File: src/rtl/perf_snapshot.sv
// perf_snapshot: scans a bank of performance counters on request and streams
// {index, value, last} entries out through a small valid/ready FIFO.
// Counters can optionally be cleared as they are read.
module perf_snapshot #(
   parameter int unsigned NR_COUNTERS = 14,
   parameter int unsigned FIFO_DEPTH  = 4
) (
   input  logic        clk_i,
   input  logic        rst_i,
   input  logic        trigger_i,
   input  logic        clear_on_read_i,
   output logic        busy_o,
   output logic        trig_dropped_o,
   output logic [11:0] perf_addr_o,
   output logic        perf_we_o,
   output logic [63:0] perf_data_o,
   input  logic [63:0] perf_data_i,
   output logic        snap_valid_o,
   input  logic        snap_ready_i,
   output logic [3:0]  snap_idx_o,
   output logic [63:0] snap_data_o,
   output logic        snap_last_o
);

   localparam int unsigned IDX_W  = 4;
   localparam int unsigned DATA_W = 64;
   localparam int unsigned ADDR_W = 12;
   localparam int unsigned PTR_W  = (FIFO_DEPTH > 1) ? $clog2(FIFO_DEPTH) : 1;
   localparam int unsigned CNT_W  = PTR_W + 1;
   localparam logic [IDX_W-1:0] LAST_IDX = IDX_W'(NR_COUNTERS - 1);
   localparam logic [CNT_W-1:0] FULL_CNT = CNT_W'(FIFO_DEPTH);
   localparam logic [CNT_W-1:0] ONE_CNT  = CNT_W'(1);

   typedef enum logic [1:0] {
      IDLE  = 2'd0,
      SCAN  = 2'd1,
      DRAIN = 2'd2
   } state_e;

   typedef struct packed {
      logic [IDX_W-1:0]  idx;
      logic [DATA_W-1:0] data;
      logic              last;
   } entry_t;

   state_e             state_q, state_d;
   logic [IDX_W-1:0]   idx_q, idx_d;
   logic               clr_q, clr_d;
   logic               drop_q, drop_d;
   logic [PTR_W-1:0]   wr_ptr_q, wr_ptr_d;
   logic [PTR_W-1:0]   rd_ptr_q, rd_ptr_d;
   logic [CNT_W-1:0]   cnt_q, cnt_d;
   entry_t             fifo_q [FIFO_DEPTH];
   entry_t             push_entry;
   entry_t             head;
   logic               push, pop, full, empty;

   // Fullness is judged on the registered count so a same-cycle pop never frees a slot for a push.
   assign full  = (cnt_q == FULL_CNT);
   assign empty = (cnt_q == '0);
   assign pop   = !rst_i && !empty && snap_ready_i;

   // Next-state logic for the scan FSM and the counter-port drive.
   always_comb begin
      state_d     = state_q;
      idx_d       = idx_q;
      clr_d       = clr_q;
      drop_d      = drop_q;
      push        = 1'b0;
      perf_addr_o = '0;
      perf_we_o   = 1'b0;
      perf_data_o = '0;
      push_entry  = '{idx: idx_q, data: perf_data_i, last: (idx_q == LAST_IDX)};
      unique case (state_q)
         IDLE: begin
            if (trigger_i) begin
               state_d = SCAN;
               idx_d   = '0;
               clr_d   = clear_on_read_i;
               drop_d  = 1'b0;
            end
         end
         SCAN: begin
            perf_addr_o = ADDR_W'(idx_q);
            if (trigger_i) drop_d = 1'b1;
            if (!full) begin
               push      = 1'b1;
               perf_we_o = clr_q;
               idx_d     = idx_q + IDX_W'(1);
               if (idx_q == LAST_IDX) state_d = DRAIN;
            end
         end
         DRAIN: begin
            if (trigger_i) drop_d = 1'b1;
            if (empty || (cnt_q == ONE_CNT && pop)) state_d = IDLE;
         end
         default: state_d = IDLE;
      endcase
      if (rst_i) begin
         push        = 1'b0;
         perf_addr_o = '0;
         perf_we_o   = 1'b0;
      end
   end

   // FIFO pointer and occupancy bookkeeping.
   always_comb begin
      wr_ptr_d = wr_ptr_q;
      rd_ptr_d = rd_ptr_q;
      cnt_d    = cnt_q;
      if (push) wr_ptr_d = wr_ptr_q + PTR_W'(1);
      if (pop)  rd_ptr_d = rd_ptr_q + PTR_W'(1);
      unique case ({push, pop})
         2'b10:   cnt_d = cnt_q + ONE_CNT;
         2'b01:   cnt_d = cnt_q - ONE_CNT;
         default: cnt_d = cnt_q;
      endcase
   end

   // Control registers with synchronous reset.
   always_ff @(posedge clk_i) begin
      if (rst_i) begin
         state_q  <= IDLE;
         idx_q    <= '0;
         clr_q    <= 1'b0;
         drop_q   <= 1'b0;
         wr_ptr_q <= '0;
         rd_ptr_q <= '0;
         cnt_q    <= '0;
      end else begin
         state_q  <= state_d;
         idx_q    <= idx_d;
         clr_q    <= clr_d;
         drop_q   <= drop_d;
         wr_ptr_q <= wr_ptr_d;
         rd_ptr_q <= rd_ptr_d;
         cnt_q    <= cnt_d;
      end
   end

   // FIFO storage; contents are don't-care while empty so no reset is needed.
   always_ff @(posedge clk_i) begin
      if (push) fifo_q[wr_ptr_q] <= push_entry;
   end

   assign head           = fifo_q[rd_ptr_q];
   assign busy_o         = (state_q != IDLE) && !rst_i;
   assign trig_dropped_o = drop_q;
   assign snap_valid_o   = !empty && !rst_i;
   assign snap_idx_o     = head.idx;
   assign snap_data_o    = head.data;
   assign snap_last_o    = head.last;

endmodule

File: config.mk
export PLATFORM = sky130hd
export DESIGN_NAME = perf_snapshot
export DESIGN_NICKNAME = d
export VERILOG_FILES = /design/src/rtl/perf_snapshot.sv
export SDC_FILE = /design/constraint.sdc
export NUM_CORES = 1
export LEC_CHECK = 0
export BUFFER_PORTS_ARGS = -buffer_cell sky130_fd_sc_hd__buf_2
export CORE_MARGIN = 3
export CORE_UTILIZATION = 40
export CTS_BUF_LIST = sky130_fd_sc_hd__clkbuf_4 sky130_fd_sc_hd__clkbuf_8
export CTS_CLUSTER_DIAMETER = 30
export DETAILED_ROUTE_END_ITERATION = 8
export GPL_ROUTABILITY_DRIVEN = 0
export GPL_TIMING_DRIVEN = 0
export PLACE_DENSITY = 0.64
export SETUP_SLACK_MARGIN = 0.2
export SYNTH_ARGS = -nofsm -noshare
export SYNTH_HDL_FRONTEND = slang
export SYNTH_SLANG_ARGS = --single-unit
File: constraint.sdc
create_clock -name clk_i -period 6 [get_ports clk_i]
set_input_delay 1.5 -clock clk_i [delete_from_list [all_inputs] [get_ports clk_i]]
set_output_delay 1.5 -clock clk_i [all_outputs]
set_load 0.02 [all_outputs]
==> results.sh <==
export IMPL_synth_top_area_share_pct=71.9
export IMPL_wire_per_inst_um=17.6
export IMPL_power_frac_comb_pct=18.8
export IMPL_critPathCaptureType="output port"
export IMPL_via_per_inst=4.57
export IMPL_setup_tns_final_ps=0
export IMPL_num_antenna_cells=0
export IMPL_final_cell_mix="276 x edfxtp_1, 147 x buf_2, 78 x buf_4, 72 x conb_1, 69 x mux4_2"
export IMPL_drive_gt1_share_pct=46.4
export IMPL_start_util_pct=41.1
export IMPL_ys_types=37
export IMPL_fmax_ghz=0.235
export IMPL_insertion_delay_ps=560
export IMPL_slew_headroom_pct=53.2
export IMPL_netlist_area_sq_mm=0.0115
export IMPL_cp_required_ps=4500
export IMPL_finalPower_mw=5.45
export IMPL_post_cts_buffers=0
export IMPL_yosysSeqAreaShare_pct=74.8
export IMPL_yosys_warnings=0
export IMPL_hold_buffers=0
export IMPL_cts_sinks=293
export IMPL_ctsHtreeMaxLevel=2
export IMPL_dp_final_hpwl_mm=13.6
export IMPL_hold_viol_final=0
export IMPL_rsz0062_at_grt="false"
export IMPL_critical_path_arrival_ps=2750
export IMPL_rows=61
export IMPL_core_area_sq_mm=0.0281
export IMPL_nets=910
export IMPL_ctsResizeCount=0
export IMPL_grt_max_degree=56
export IMPL_hp_class="reg -> reg"
export IMPL_setup_viol=0
export IMPL_ant_nets=0
export IMPL_cts_root_buffer="clkbuf_8"
export IMPL_path_clk_slew_ps=50
export IMPL_grt_pass1_wl_mm=33.8
export IMPL_grt_use_total_pct=14.1
export IMPL_cts_buffer_depth=3
export IMPL_finalCritPeriodShare_pct=70.8
export IMPL_synth_area_leaders="edfxtp_1 72%, mux4_2 13%, buf_4 5.1%"
export IMPL_finalMaxSlewViolations=0
export IMPL_route_detailed_drc=0
export IMPL_dr_pass1_iters=4
export IMPL_dieWidth_um=176
export IMPL_power_density_mw_per_mm2=381
export IMPL_io_pins=218
export IMPL_peakVddDrop_v=0.000199
export IMPL_dr_first_iter_drc_count=252
export IMPL_grt_overflow=0
export IMPL_pwr_share_seq_pct=44.5
export IMPL_avgSynthCellArea_sq_um=21.1
export IMPL_yosysTopAreaCell="edfxtp_1"
export IMPL_critPathMaxFanout=10
export IMPL_cp_start_kind="input pin"
export IMPL_synthToLayoutAreaGrowth_pct=24.1
export IMPL_swShare_pct=27.0
export IMPL_die_h_um=176
export IMPL_grt_pass1_vias=6202
export IMPL_layout_commonest_cell="edfxtp_1"
export IMPL_cts_made_buffers=58
export IMPL_maxCapViolations=0
export IMPL_period_minus_slack_ps=4250
export IMPL_pwr_share_clk_pct=36.6
export IMPL_path_class="in -> out"
export IMPL_cts_tree="yes"
export IMPL_synth_seq_cells=293
export IMPL_design_die_area_sq_mm=0.0309
export IMPL_via_count=5714
export IMPL_status="complete, no violations"
export IMPL_p_int_mw=3.98
export IMPL_switching_power_mw=1.47
export IMPL_final_cells=1249
export IMPL_finalWirelength_mm=22.0
export IMPL_worst_pin_slew_ps=702
export IMPL_antenna_found_initial=1
export IMPL_syn_inst=546
export IMPL_p_leak_nw=5.20
export IMPL_clock_skew_final_ps=14.2
export IMPL_io_buffer_count=145
export IMPL_dp_cells=1144
area by class of cell:
cell class                 instances  area, sq um
timing repair buffer             149          836
fill                            2349        13800
multi-input combinational        224         2460
clock buffer                      69          887
buffer                            91          684
clock inverter                    36          307
sequential                       293         8630
tap                              378          473
inverter                           9         33.8
power groups by stage:
| stage | registers (mW) | clock network [mW] | logic, mW |
|---|---|---|---|
| 2_1_floorplan | 2.46 | 0 | 0.730 |
| 3_3_place_gp | 2.48 | 0 | 1.02 |
| 6_report | 2.43 | 2.00 | 1.03 |
| 5_1_grt | 2.44 | 2.17 | 1.11 |
| 3_5_place_dp | 2.47 | 0 | 1.04 |
| 4_1_cts | 2.43 | 2.06 | 1.05 |
layer usage:
| metal | share of wire [%] | global-route usage [%] | vias to the layer above |
|---|---|---|---|
| met5 | 0.032 | 0 | - |
| met4 | 1.5 | 4.06 | 2 |
| met3 | 6.9 | 3.67 | 37 |
| met2 | 49 | 23.6 | 197 |
| met1 | 42 | 18.4 | 2857 |
| li1 | - | - | 2621 |
sequential cells by signal, indices dropped and copies added, names as in the netlist, named ones only:
register and flops:
clr_q 1, cnt_q 3, fifo_q 276, idx_q 4, rd_ptr_q 2, state_q 2, trig_dropped_o 1, wr_ptr_q 2
cells by family (layout without fill, tap and decap cells):
family                   Yosys count  count (layout)  share of synthesized area (%)
flip-flops                       293             293                           74.8
buffers and inverters            100             354                           6.23
multiplexers                      72              72                           13.7
AND/OR/NAND/NOR                   43              43                           2.11
adder cells (fa/ha/maj)           15              15                           1.63
AO/OA/AOI/OAI                     15              15                          0.901
XOR/XNOR                           7               7                          0.532
other                              1              72                         0.0325
path summary, 6_finish.rpt:
kind | start | end | slack [ps] | depth (start not counted)
max | rst_i | snap_valid_o | 1750 | 5
min | clr_q$_SDFFE_PP0P_ | clr_q$_SDFFE_PP0P_ | 450 | 2
max reg2reg | state_q[1]$_SDFFE_PP0P_ | fifo_q[3][65]$_DFFE_PP_ | 3470 | 7
min reg2reg | clr_q$_SDFFE_PP0P_ | clr_q$_SDFFE_PP0P_ | 450 | 2
critical path, stage by stage:
cell      delay, ps
buf_2           140
clkbuf_1        390
clkbuf_1        440
nor2_1           90
buf_2           170
Yosys cell counts, drive strengths merged:
cell	instances
a22oi	1
dfxtp	17
o21ai	1
o2111ai	2
nand2	5
nor2	12
ha	15
nor3	1
and2b	1
o211ai	2
mux4	69
inv	9
and2	8
o21bai	1
edfxtp	276
clkbuf	7
nand3	2
conb	1
and4bb	1
mux2i	3
nand4b	1
xnor2	3
xor2	4
and3	2
nand2b	5
nor2b	1
o31ai	1
a21boi	1
buf	84
a211oi	1
nor3b	1
or3	2
nor4bb	1
a21oi	5
per-stage QoR:
step	utilization, %	setup WS [ps]	area (sq um)	hold slack (ps)
3_5_place_dp	46.7	1720	13100	446
3_3_place_gp	46.3	87.1	13000	443
2_1_floorplan	-	1900	11800	432
5_1_grt	50.9	1630	14300	480
6_report	50.9	1750	14300	453
4_1_cts	50.9	1720	14300	453
No activity file was read; power rests on OpenSTA's default activity.
